`config.mk`:
```
export PLATFORM = sky130hd
export DESIGN_NAME = multicast_router_hs_flat
export DESIGN_NICKNAME = d
export VERILOG_FILES = /design/src/rtl/multicast_router_hs_if.sv /design/src/rtl/multicast_router_hs.sv /design/src/flat_wrapper.sv
export SDC_FILE = /design/constraint.sdc
export NUM_CORES = 1
export LEC_CHECK = 0
export BUFFER_PORTS_ARGS = -buffer_cell sky130_fd_sc_hd__buf_2
export CORE_ASPECT_RATIO = 2
export CORE_UTILIZATION = 47
export DETAILED_ROUTE_END_ITERATION = 10
export HOLD_SLACK_MARGIN = 0.12
export PLACE_DENSITY = 0.8
export REMOVE_ABC_BUFFERS = 1
export SKIP_LAST_GASP = 1
export SYNTH_ARGS = -nofsm -noshare
export SYNTH_HDL_FRONTEND = slang
export SYNTH_SLANG_ARGS = --single-unit
```
`constraint.sdc`:
```
create_clock -name clk -period 2.12 [get_ports clk]
set_input_delay 0.106 -clock clk [delete_from_list [all_inputs] [get_ports clk]]
set_output_delay 0.106 -clock clk [all_outputs]
set_load 0.01 [all_outputs]
```
`src/rtl/multicast_router_hs_if.sv`:
```
`default_nettype none
// ============================================================================
// Module      : multicast_router_hs_if
// Description : Source, config and per-PE delivery bus of the multicast router.
// Revision    : 1.0 - initial release
// ============================================================================
interface multicast_router_hs_if #(
  parameter int PE_COUNT       = 5,
  parameter int DATA_WIDTH     = 16,
  parameter int ID_WIDTH       = 4,
  parameter int DROP_CNT_WIDTH = 8
);
  localparam int c_IDX_W = (PE_COUNT > 1) ? $clog2(PE_COUNT) : 1;

  logic [DATA_WIDTH-1:0]                in_val;
  logic [ID_WIDTH-1:0]                  tag_id;
  logic                                 in_valid;
  logic                                 in_ready;
  logic                                 cfg_we;
  logic [c_IDX_W-1:0]                   cfg_idx;
  logic [ID_WIDTH-1:0]                  cfg_id;
  logic [PE_COUNT-1:0][DATA_WIDTH-1:0]  out_vals;
  logic [PE_COUNT-1:0]                  out_valids;
  logic [PE_COUNT-1:0]                  out_readys;
  logic [DROP_CNT_WIDTH-1:0]            drop_cnt;

  // master: source, configuration agent and PE array side
  modport master (
    output in_val, tag_id, in_valid, cfg_we, cfg_idx, cfg_id, out_readys,
    input  in_ready, out_vals, out_valids, drop_cnt
  );

  modport slave (
    input  in_val, tag_id, in_valid, cfg_we, cfg_idx, cfg_id, out_readys,
    output in_ready, out_vals, out_valids, drop_cnt
  );
endinterface
`default_nettype wire

```
`src/rtl/multicast_router_hs.sv`:
```
`default_nettype none
// ============================================================================
// Module      : multicast_router_hs
// Description : Latches one tagged word and delivers it to every PE whose ID
//               matches (all-ones tag broadcasts), with per-PE handshakes.
// Revision    : 1.0 - initial release
// ============================================================================
module multicast_router_hs #(
  parameter int PE_COUNT       = 5,
  parameter int DATA_WIDTH     = 16,
  parameter int ID_WIDTH       = 4,
  parameter int DROP_CNT_WIDTH = 8
) (
  input  wire                      clk,
  input  wire                      rst,
  multicast_router_hs_if.slave     io_bus
);
  localparam int c_IDX_W = (PE_COUNT > 1) ? $clog2(PE_COUNT) : 1;

  typedef enum logic [0:0] {
    S_IDLE    = 1'b0,
    S_DELIVER = 1'b1
  } state_t;

  state_t                     r_state;
  state_t                     w_state_next;
  logic [ID_WIDTH-1:0]        r_pe_id [PE_COUNT];
  logic [PE_COUNT-1:0]        r_pending;
  logic [PE_COUNT-1:0]        w_pending_next;
  logic [PE_COUNT-1:0]        w_match;
  logic [DATA_WIDTH-1:0]      r_data;
  logic [DROP_CNT_WIDTH-1:0]  r_drop;
  logic                       w_in_ready;
  logic                       w_accept;

  always_comb begin
    w_match = '0;
    for (int i = 0; i < PE_COUNT; i++) begin
      w_match[i] = (io_bus.tag_id == r_pe_id[i]) || (io_bus.tag_id == '1);
    end
  end

  always_ff @(posedge clk) begin
    if (rst) begin
      r_state <= S_IDLE;
    end else begin
      r_state <= w_state_next;
    end
  end

  // Ready may follow out_readys combinationally so a draining word and the
  // next word share an edge without a bubble.
  always_comb begin
    w_in_ready     = 1'b1;
    w_pending_next = r_pending;
    w_state_next   = r_state;
    case (r_state)
      S_IDLE:    w_in_ready = 1'b1;
      S_DELIVER: w_in_ready = ((r_pending & ~io_bus.out_readys) == '0);
      default:   w_in_ready = 1'b1;
    endcase
    w_accept = io_bus.in_valid && w_in_ready;
    if (w_accept) begin
      w_pending_next = w_match;
    end else begin
      w_pending_next = r_pending & ~io_bus.out_readys;
    end
    w_state_next = (w_pending_next != '0) ? S_DELIVER : S_IDLE;
  end

  always_ff @(posedge clk) begin
    if (rst) begin
      r_pending <= '0;
      r_data    <= '0;
      r_drop    <= '0;
    end else begin
      r_pending <= w_pending_next;
      if (w_accept) begin
        r_data <= io_bus.in_val;
        if ((w_match == '0) && (r_drop != '1)) begin
          r_drop <= r_drop + 1'b1;
        end
      end
    end
  end

  // Out-of-range indices never equal any loop index, so they are dropped.
  always_ff @(posedge clk) begin
    for (int i = 0; i < PE_COUNT; i++) begin
      if (rst) begin
        r_pe_id[i] <= ID_WIDTH'(i);
      end else if (io_bus.cfg_we && (io_bus.cfg_idx == c_IDX_W'(i))) begin
        r_pe_id[i] <= io_bus.cfg_id;
      end
    end
  end

  assign io_bus.in_ready   = w_in_ready;
  assign io_bus.out_valids = r_pending;
  assign io_bus.out_vals   = {PE_COUNT{r_data}};
  assign io_bus.drop_cnt   = r_drop;

endmodule
`default_nettype wire

```
`src/flat_wrapper.sv`:
```
// flat-port wrapper written by rule: the top's interface ports become plain ports
module multicast_router_hs_flat 
#(
  parameter int PE_COUNT       = 5,
  parameter int DATA_WIDTH     = 16,
  parameter int ID_WIDTH       = 4,
  parameter int DROP_CNT_WIDTH = 8
)
  (clk, rst, io_bus_in_val, io_bus_tag_id, io_bus_in_valid, io_bus_cfg_we, io_bus_cfg_idx, io_bus_cfg_id, io_bus_out_readys, io_bus_in_ready, io_bus_out_vals, io_bus_out_valids, io_bus_drop_cnt);
  multicast_router_hs_if #(.PE_COUNT(PE_COUNT), .DATA_WIDTH(DATA_WIDTH), .ID_WIDTH(ID_WIDTH), .DROP_CNT_WIDTH(DROP_CNT_WIDTH)) io_bus_i ();
  input  wire clk;
  input  wire rst;
  input wire logic [$bits(io_bus_i.in_val)-1:0] io_bus_in_val;
  input wire logic [$bits(io_bus_i.tag_id)-1:0] io_bus_tag_id;
  input wire logic [$bits(io_bus_i.in_valid)-1:0] io_bus_in_valid;
  input wire logic [$bits(io_bus_i.cfg_we)-1:0] io_bus_cfg_we;
  input wire logic [$bits(io_bus_i.cfg_idx)-1:0] io_bus_cfg_idx;
  input wire logic [$bits(io_bus_i.cfg_id)-1:0] io_bus_cfg_id;
  input wire logic [$bits(io_bus_i.out_readys)-1:0] io_bus_out_readys;
  output wire logic [$bits(io_bus_i.in_ready)-1:0] io_bus_in_ready;
  output wire logic [$bits(io_bus_i.out_vals)-1:0] io_bus_out_vals;
  output wire logic [$bits(io_bus_i.out_valids)-1:0] io_bus_out_valids;
  output wire logic [$bits(io_bus_i.drop_cnt)-1:0] io_bus_drop_cnt;
  assign io_bus_i.in_val = io_bus_in_val;
  assign io_bus_i.tag_id = io_bus_tag_id;
  assign io_bus_i.in_valid = io_bus_in_valid;
  assign io_bus_i.cfg_we = io_bus_cfg_we;
  assign io_bus_i.cfg_idx = io_bus_cfg_idx;
  assign io_bus_i.cfg_id = io_bus_cfg_id;
  assign io_bus_i.out_readys = io_bus_out_readys;
  assign io_bus_in_ready = io_bus_i.in_ready;
  assign io_bus_out_vals = io_bus_i.out_vals;
  assign io_bus_out_valids = io_bus_i.out_valids;
  assign io_bus_drop_cnt = io_bus_i.drop_cnt;
  multicast_router_hs #(.PE_COUNT(PE_COUNT), .DATA_WIDTH(DATA_WIDTH), .ID_WIDTH(ID_WIDTH), .DROP_CNT_WIDTH(DROP_CNT_WIDTH)) u_core (.clk(clk), .rst(rst), .io_bus(io_bus_i));
endmodule
```
==> results of run 1 <==
==> routing by layer <==
metal	track usage, %	vias to the layer above	part of all wire [%]
met4	8.13	0	2.2
met2	36.2	81	56
li1	-	1104	-
met1	17.9	967	36
met3	3.92	7	5.6
met5	0	-	0
==> where the power goes <==
group | internal, W | switching (W) | leakage [nW] | total [W]
registers | 0.00110 | 0.0000821 | 0.441 | 0.00118
logic | 0.000345 | 0.000441 | 1.14 | 0.000786
clock network | 0.000542 | 0.000328 | 0.0823 | 0.000870
total | 0.00199 | 0.000851 | 1.67 | 0.00284
==> through the flow <==
step | setup WS (ns) | hold WS [ns] | cell area (µm²) | TNS [ns]
final | 0.162 | 0.127 | 3370 | 0
after global placement | 0.194 | 0.348 | 3040 | 0
after global routing | 0.0200 | 0.138 | 3370 | 0
after floorplan | -0.147 | 0.175 | 2270 | -0.219
after CTS | 0.162 | 0.124 | 3370 | 0
after detailed placement | 0.178 | 0.353 | 3040 | 0
==> state kept, by name, summed over array words and instances, names as in the netlist <==
register	count
u_core.r_pe_id	20
u_core.r_data	16
u_core.io_bus.drop_cnt	8
u_core.io_bus.out_valids	5
u_core.r_state	1
==> synthesized netlist by cell type (all sizes together) (4+ instances only) <==
| master | instances | share of area [%] |
|---|---|---|
| a211oi | 5 | 1.3 |
| nor2 | 10 | 1.3 |
| inv | 5 | 0.66 |
| nand2 | 43 | 5.7 |
| xor2 | 17 | 5.2 |
| nor3 | 7 | 1.2 |
| nand4 | 4 | 1.1 |
| nand2b | 7 | 1.5 |
| and2 | 17 | 3.8 |
| nor4 | 5 | 2.3 |
| and3 | 4 | 0.92 |
| dfxtp | 30 | 21 |
| clkbuf | 7 | 1.3 |
| a21oi | 20 | 3.5 |
| xnor2 | 5 | 1.5 |
| buf | 70 | 19 |
| a31o | 5 | 1.5 |
| edfxtp | 20 | 21 |
==> critical path: stages, from the launching register on <==
cell and delay (ns):
edfxtp_1 0.37, xnor2_1 0.14, a41o_1 0.29, nor4_4 0.23, and3_1 0.35, nand4_1 0.14
mux2_1 0.32
==> repair_timing <==
action / 4_1_cts / 5_1_grt
hold buffers: 17 / 0
endpoints found under the hold margin: 17 / 0
resized for setup: 0 / 0
==> cell type report <==
type / count / area (µm²)
Fill cell: 486 / 2380
Timing Repair Buffer: 152 / 861
Sequential cell: 50 / 1200
Multi-Input combinational cell: 169 / 1050
Tap cell: 61 / 76.3
Clock buffer: 8 / 168
Inverter: 5 / 18.8
==> worst paths after layout <==
check / cells after the start / startpoint / to / slack (ns)
hold / removal: 3 / io_bus_out_readys[2] / u_core.io_bus.out_valids[2] / 0.13
setup reg to reg: 6 / u_core.r_pe_id[1][0] / u_core.io_bus.drop_cnt[5] / 0.16
hold reg to reg: 2 / u_core.r_data[10] / u_core.r_data[10] / 0.50
setup / recovery: 6 / u_core.r_pe_id[1][0] / u_core.io_bus.drop_cnt[5] / 0.16
==> logic make-up (layout without fill, tap and decap cells) <==
group / count (synthesis) / after routing
DFF: 50 / 50
AOI/OAI and AO/OA: 34 / 34
adders and majority gates: 1 / 1
xor gates and xnor gates: 22 / 22
muxes: 3 / 3
buffers and inverters: 82 / 165
and+or+nand+nor: 109 / 109
==> flow_metrics.env, run 1 <==
export IMPL_initial_core_util_pct=49.4
export IMPL_setup_viol=0
export IMPL_htree_num_levels=2
export IMPL_fmax_mhz=511
export IMPL_hold_path_class="input pin to register"
export IMPL_synthArstFlopShare_pct=0
export IMPL_violations="design-rule violations"
export IMPL_grt_usage_pct=18.6
export IMPL_ys_seq_area_share_pct=42.2
export IMPL_grt_overflow=0
export IMPL_yosys_area_share_simple_pct=20.7
export IMPL_fp_dieW_um=57.0
export IMPL_drive_above_1_share_pct=40.4
export IMPL_ir_drop_mv=0.767
export IMPL_netlist_area_um2=2850
export IMPL_min_period_over_period_pct=92.3
export IMPL_vias=2159
export IMPL_post_route_drc_count=31
export IMPL_drt_first_iter_violations=102
export IMPL_dpl_cell_count=420
export IMPL_worst_slew_pin_slew_ns=0.464
export IMPL_p_leak_nw=1.67
export IMPL_area_growth_pct=18.5
export IMPL_start_kind="register"
export IMPL_maxSlewHeadroom_pct=68.8
export IMPL_post_route_min_period_ns=1.96
export IMPL_synth_ff_type="dfxtp_1"
export IMPL_drt_wl_total_um=5800
export IMPL_cp_required_ns=2.30
export IMPL_fin_cells=445
export IMPL_cp_max_fo=7
export IMPL_final_cell_mix="buf_2, nand2_1, dfxtp_1, edfxtp_1, a21oi_1"
export IMPL_clk_pin_slew_worst_paths_ns=0.06
export IMPL_ys_seq_elements=50
export IMPL_synth_area_per_cell_um2=9.46
export IMPL_port_buffers=129
export IMPL_synth_fa_ha_area_share_pct=0.440
export IMPL_maxSlewViolCount=0
export IMPL_yosysWarningCount=0
export IMPL_fin_nets=420
export IMPL_vias_per_cell=4.85
export IMPL_synthCells=301
export IMPL_final_hold_violation_count=0
export IMPL_cts_tree="built"
export IMPL_grt_setup_unrepaired="false"
export IMPL_root_buffer="clkbuf_16"
export IMPL_dieArea_um2=6390
export IMPL_post_cts_setup_buffers=0
export IMPL_antenna_found_initial=0
export IMPL_cts_sinks=50
export IMPL_synth_compound_area_share_pct=7.60
export IMPL_clk_latency_ns=0.29
export IMPL_cap_violations=0
export IMPL_clockBufferDepth=2
export IMPL_synth_top_family_by_area="buffers and inverters"
export IMPL_core_um2=5760
export IMPL_fin_skew_ns=0.00340
export IMPL_ant_nets=0
export IMPL_end_kind="register"
export IMPL_drt_wirelength_per_cell_um=13.0
export IMPL_critical_path_class="register to register"
export IMPL_first_pass_iters=7
export IMPL_grt_max_degree=36
export IMPL_hpwl_um=4280
export IMPL_synthXorXnorAreaFrac_pct=6.77
export IMPL_yosys_cell_types_count=40
export IMPL_die_h_um=112
export IMPL_design_power_total_w=0.00284
export IMPL_synth_edf_count=20
export IMPL_grt_pass1_wl_um=9110
export IMPL_status="finished with violations"
export IMPL_utilization_pct=58.6
export IMPL_synth_mux_area_share_pct=1.27
export IMPL_critPathArrivalTime_ns=2.14
export IMPL_grt_pass1_vias=1987
export IMPL_placementRows=39
export IMPL_final_common_cell="buf_2"
export IMPL_antenna_cells=0
export IMPL_pin_count=130
export IMPL_power_density_nw_per_um2=841
export IMPL_gp_congestion=0.715
export IMPL_numCtsBuffers=5
Note: power is estimated with default switching activity, not from simulation.
==> run 2, diff against run 1 <==
Settings changed: PLACE_DENSITY 0.8 to 0.86.
==> run 2 against run 1 <==
The flow still finishes with violations (design-rule violations). Flip-flop and latch count stayed put. Sequential power hardly changed. Fmax is 2.2% lower. Register-to-register slack worse by 0.04 ns. Core utilization is 0.11 points lower. Clock skew is 0.00070 ns lower. First-iteration DRC count is 77% higher. Worst setup slack worse by 0.045 ns. Total power is 0.96% higher. Non-clock buffer count is 1 lower. Sequential share of layout area is 0.066 points higher. Critical path depth is 1 higher. Largest power group unchanged. Highest routed layer unchanged.
==> flow_metrics.env, run 2 (synthesis results as in run 1) <==
export IMPL_status="finished with violations"
export IMPL_violations="design-rule violations"
export IMPL_fin_skew_ns=0.00269
export IMPL_grt_usage_pct=19.2
export IMPL_core_um2=5760
export IMPL_grt_setup_unrepaired="false"
export IMPL_antenna_found_initial=0
export IMPL_drt_first_iter_violations=181
export IMPL_cts_sinks=50
export IMPL_die_h_um=112
export IMPL_end_kind="register"
export IMPL_multiInputGateArea_um2=1050
export IMPL_pin_count=130
export IMPL_port_buffers=129
export IMPL_seqPwrFrac_pct=41.4
export IMPL_postLayoutSetupSlackWorst_ns=0.117
export IMPL_final_cell_area_um2=3370
export IMPL_dieArea_um2=6390
export IMPL_final_common_cell="buf_2"
export IMPL_antenna_cells=0
export IMPL_top_register="u_core.r_pe_id"
export IMPL_grt_pass1_wl_um=9380
export IMPL_slowest_stage="edfxtp_1"
export IMPL_fp_dieW_um=57.0
export IMPL_timing_hold_ws_ns=0.122
export IMPL_maxSlewHeadroom_pct=68.8
export IMPL_drt_wl_total_um=6150
export IMPL_cp_max_fo=7
export IMPL_vias=2244
export IMPL_clk_pin_slew_worst_paths_ns=0.06
export IMPL_numCtsBuffers=5
export IMPL_critPathArrivalTime_ns=2.17
export IMPL_worst_slew_pin_slew_ns=0.464
export IMPL_grt_pass1_vias=2063
export IMPL_setup_viol=0
export IMPL_placementRows=39
export IMPL_n_fill_cell=476
export IMPL_switching_share_pct=30.2
export IMPL_hpwl_um=4500
export IMPL_initial_core_util_pct=49.4
export IMPL_post_route_drc_count=36
export IMPL_gp_congestion=0.765
export IMPL_p_switching_w=0.000867
export IMPL_combPwrFrac_pct=27.5
export IMPL_cap_violations=0
export IMPL_fin_nets=419
export IMPL_power_density_nw_per_um2=851
export IMPL_grt_overflow=0
export IMPL_root_buffer="clkbuf_16"
export IMPL_min_period_over_period_pct=94.5
export IMPL_seq_area_um2=1200
export IMPL_cp_required_ns=2.29
export IMPL_p_int_w=0.00200
export IMPL_first_pass_iters=7
export IMPL_fin_cells=444
export IMPL_cts_tree="built"
export IMPL_critical_path_class="register to register"
export IMPL_area_growth_pct=18.3
export IMPL_crit_chain="xnor2_1 -> a41o_1 -> nor4_4 -> and3_1 -> buf_4 -> mux2i_1 -> nor2_1"
export IMPL_drive_above_1_share_pct=40.5
export IMPL_fmax_mhz=499
export IMPL_p_leak_nw=1.66
export IMPL_htree_num_levels=2
export IMPL_place_worst_setup_slack_ns=0.148
export IMPL_critical_path_max_stage_delay_ns=0.40
export IMPL_ant_nets=0
export IMPL_dpl_cell_count=419
export IMPL_pwr_share_clk_pct=31.1
export IMPL_ir_drop_mv=0.357
export IMPL_placed_area_um2=3030
export IMPL_post_route_min_period_ns=2.00
export IMPL_vias_per_cell=5.05
export IMPL_grt_max_degree=36
export IMPL_start_kind="register"
export IMPL_maxSlewViolCount=0
export IMPL_final_cell_mix="buf_2, nand2_1, dfxtp_1, edfxtp_1, a21oi_1"
export IMPL_hold_path_class="input pin to register"
export IMPL_largest_reg_flops=20
export IMPL_drt_wirelength_per_cell_um=13.9
export IMPL_final_hold_violation_count=0
export IMPL_clockBufferDepth=2
export IMPL_clk_latency_ns=0.28
[run 2: cell types whose count changed in the layout (fill, tap and decap cells not counted), sizes merged]
cell	change
clkinvlp	+1
buf	-1
inv	+1
clkbuf	-3
bufinv	+1
[run 2: stage by stage]
stage                     TNS (ns)  total power [W]  utilization [%]
after floorplan             -0.219          0.00159                -
after global routing             0          0.00302             58.5
after global placement           0          0.00195             52.6
after CTS                        0          0.00289             58.5
after detailed placement         0          0.00197             52.6
final                            0          0.00287             58.5
[run 2: metal layers]
layer / GRT usage, % / routed length (µm) / up-vias
met5: 0 / 0 / -
met4: 10.2 / 200 / 0
met3: 3.69 / 411 / 15
li1: - / - / 1102
met1: 16.2 / 2030 / 1020
met2: 39.1 / 3510 / 107
[run 2: worst max-delay path, delay by kind of cell, from the launching register on]
family | cells | cell delay (ns)
compound gates | 1 | 0.28
buf+inv | 1 | 0.19
mux | 1 | 0.20
simple gates | 3 | 0.66
xor+xnor | 1 | 0.15
flops | 1 | 0.40
[run 2: worst paths after layout]
| check | startpoint | to | slack [ns] | cells past startpoint |
|---|---|---|---|---|
| worst min-delay path | io_bus_out_readys[0] | u_core.io_bus.out_valids[0] | 0.12 | 3 |
| worst min register to register | u_core.r_data[5] | u_core.r_data[5] | 0.50 | 2 |
| worst max-delay path | u_core.r_pe_id[1][0] | u_core.io_bus.drop_cnt[1] | 0.12 | 7 |
| worst max register to register | u_core.r_pe_id[1][0] | u_core.io_bus.drop_cnt[1] | 0.12 | 7 |
[run 2: power by group through the flow]
stage	logic [W]	registers [W]	clock network (W)
global route	0.000862	0.00120	0.000955
CTS	0.000788	0.00119	0.000914
detailed placement	0.000762	0.00121	0
global placement	0.000749	0.00120	0
floorplan	0.000272	0.00132	0
finish	0.000788	0.00119	0.000892
[run 2: repair_timing]
action | 4_1_cts | 5_1_grt
resized for setup | 0 | 0
setup buffers | 0 | 0
hold buffers | 17 | 0
hold endpoints to repair | 17 | 0
[run 2: cell type report]
class,instances,area share [%]
sequential,50,35.7
timing repair buffer,151,25.3
clock buffer,5,3.71
inverter,5,0.557
clock inverter,3,1.30
tap,61,2.27
multi-input combinational,169,31.2
==> run 3, diff against run 2 <==
Settings changed: CORE_UTILIZATION 47 to 43, PLACE_DENSITY 0.86 to 0.83.
Clock period 2.12 ns to 1.8 ns, I/O delays scaled along.
==> run 3 against run 2 <==
The flow finishes with violations (negative setup slack). Clock power rose by 11%. Worst hold slack gained 0.0059 ns. Core utilization decreased by 0.96 points. Routed wire length up 12%. Register-to-register slack worse by 0.15 ns. Critical path type unchanged. Die area rose by 9.0%. Clock-buffer cell count up 1.
==> flow_metrics.env, run 3 (synthesis results as in run 1) <==
export IMPL_grt_pass1_wl_um=9490
export IMPL_slowest_stage="edfxtp_1"
export IMPL_clk_latency_ns=0.29
export IMPL_root_buffer="clkbuf_16"
export IMPL_critical_path_max_stage_delay_ns=0.42
export IMPL_drive_above_1_share_pct=45.5
export IMPL_largest_reg_flops=20
export IMPL_cpMostUsedCell="nor4_4"
export IMPL_grt_overflow=0
export IMPL_numCtsBuffers=5
export IMPL_ant_nets=0
export IMPL_vias_per_cell=4.81
export IMPL_worst_slew_pin_slew_ns=0.363
export IMPL_placementRows=41
export IMPL_htree_num_levels=2
export IMPL_top_layer="met4"
export IMPL_critPathTopFamily="simple AND/OR/NAND/NOR gates"
export IMPL_route_met3_wl_um=373
export IMPL_start_kind="register"
export IMPL_cap_violations=0
export IMPL_maxSlewHeadroom_pct=75.6
export IMPL_min_to="u_core.io_bus.out_valids[1]"
export IMPL_pin_count=130
export IMPL_clk_pin_slew_worst_paths_ns=0.06
export IMPL_grt_usage_pct=18.7
export IMPL_r2r_cells=7
export IMPL_core_um2=6360
export IMPL_p_leak_nw=1.78
export IMPL_final_cell_mix="buf_2, nand2_1, dfxtp_1, edfxtp_1, dlygate4sd3_1"
export IMPL_antenna_found_initial=0
export IMPL_grt_setup_unrepaired="true"
export IMPL_clockBufferDepth=2
export IMPL_cts_sinks=50
export IMPL_vias=2336
export IMPL_post_route_min_period_ns=1.83
export IMPL_r2r_end="u_core.io_bus.drop_cnt[7]"
export IMPL_final_hold_violation_count=0
export IMPL_crit_buf_inv=1
export IMPL_violations="negative setup slack"
export IMPL_cp_max_fo=4
export IMPL_status="finished with violations"
export IMPL_drt_wirelength_per_cell_um=14.2
export IMPL_fp_dieW_um=59.5
export IMPL_antenna_cells=0
export IMPL_crit_chain="xor2_2 -> nor4_4 -> nor4_4 -> and3_4 -> buf_4 -> a31o_1 -> a21oi_1"
export IMPL_dieArea_um2=6970
export IMPL_fmax_mhz=547
export IMPL_hold_depth=3
export IMPL_met1_length_um=2260
export IMPL_top_register="u_core.r_pe_id"
export IMPL_ir_drop_mv=0.535
export IMPL_initial_core_util_pct=44.7
export IMPL_postLayoutSetupSlackWorst_ns=-0.0295
export IMPL_fin_skew_ns=0.00590
export IMPL_hold_path_class="input pin to register"
export IMPL_setup_viol=3
export IMPL_drt_wl_total_um=6880
export IMPL_reg2reg_slack_ns=-0.03
export IMPL_dpl_cell_count=462
export IMPL_cp_required_ns=2.02
export IMPL_final_common_cell="buf_2"
export IMPL_min_period_over_period_pct=102
export IMPL_first_pass_iters=4
export IMPL_hold_start="io_bus_out_readys[1]"
export IMPL_timing_hold_ws_ns=0.128
export IMPL_cts_tree="built"
export IMPL_design_power_total_w=0.00344
export IMPL_drt_first_iter_violations=81
export IMPL_fin_nets=436
export IMPL_maxSlewViolCount=0
export IMPL_grt_max_degree=22
export IMPL_fin_cells=486
export IMPL_die_h_um=117
export IMPL_critical_path_class="register to register"
export IMPL_wl_met2_um=4080
export IMPL_gp_congestion=0.765
export IMPL_hpwl_um=4990
export IMPL_r2r_start="u_core.r_pe_id[0][1]"
export IMPL_grt_pass1_vias=2056
export IMPL_end_kind="register"
export IMPL_post_route_drc_count=0
export IMPL_port_buffers=129
export IMPL_critPathArrivalTime_ns=2.05
export IMPL_power_density_nw_per_um2=941
export IMPL_area_growth_pct=28.6
-- run 3: changes by cell type in the layout (fill, tap and decap cells not counted), moves of 2 or more --
cell,before,now
buf_6,0,2
buf_4,5,18
xor2_1,17,9
xor2_2,0,8
nor4_4,1,4
dlygate4sd3_1,17,19
nor4_2,3,1
-- run 3: worst max-delay path by stage --
| stage | startpoint | end | slack (ns) | depth (start not counted) |
|---|---|---|---|---|
| 6_report | u_core.r_pe_id[0][1] | u_core.io_bus.drop_cnt[7] | -0.03 | 7 |
| 3_3_place_gp | u_core.r_pe_id[2][2] | u_core.io_bus.drop_cnt[5] | -0.06 | 7 |
| 2_1_floorplan | u_core.io_bus.out_valids[3] | u_core.r_state | -0.47 | 6 |
| 5_1_grt | u_core.r_pe_id[2][2] | u_core.io_bus.drop_cnt[5] | -0.12 | 6 |
| 4_1_cts | u_core.r_pe_id[1][3] | u_core.io_bus.drop_cnt[5] | -0.05 | 6 |
| 3_5_place_dp | u_core.r_pe_id[2][1] | u_core.io_bus.drop_cnt[5] | -0.15 | 7 |
-- run 3: worst register-to-register path, cell delays in order, from the launching register on --
cell	delay [ns]
edfxtp_1	0.42
xor2_2	0.18
nor4_4	0.39
nor4_4	0.10
and3_4	0.21
buf_4	0.15
a31o_1	0.20
a21oi_1	0.11
-- run 3: layout make-up --
cell class	instances	area, µm²
flip-flops and latches	50	1200
clock buffers	6	150
repair buffers	168	993
multi-input cells	169	1180
fillers	545	2700
clock inverters	2	10.0
well taps	86	108
inverters	5	18.8
-- run 3: what timing repair did --
item | in CTS | in global routing
hold buffers | 19 | 0
gates resized for setup | 7 | 14
hold endpoints to repair | 19 | 0
setup buffers | 0 | 0
setup endpoints to repair | 7 | 10
cloned | 0 | 0
pin swaps | 9 | 7
-- run 3: routing by layer --
| metal | GRT usage [%] | vias to the layer above |
|---|---|---|
| met5 | 0 | - |
| met4 | 9.77 | 0 |
| met3 | 3.52 | 11 |
| met2 | 38.4 | 101 |
| met1 | 15.6 | 1093 |
| li1 | - | 1131 |
-- run 3: where the power goes --
part / internal [W] / switching [W] / total (W) / leakage [nW]
Clock: 0.000595 / 0.000396 / 0.000992 / 0.0837
Combinational: 0.000468 / 0.000579 / 0.00105 / 1.25
Sequential: 0.00130 / 0.000109 / 0.00141 / 0.441
Total: 0.00236 / 0.00108 / 0.00344 / 1.78
-- run 3: metrics by stage --
step	cell area, µm²	setup slack, ns	utilization, %	TNS [ns]
2_1_floorplan	2270	-0.467	-	-5.70
3_3_place_gp	3200	-0.0613	50.2	-0.149
5_1_grt	3660	-0.120	57.5	-0.513
6_report	3660	-0.0295	57.5	-0.0646
3_5_place_dp	3200	-0.150	50.2	-0.604
4_1_cts	3570	-0.0539	56.2	-0.118
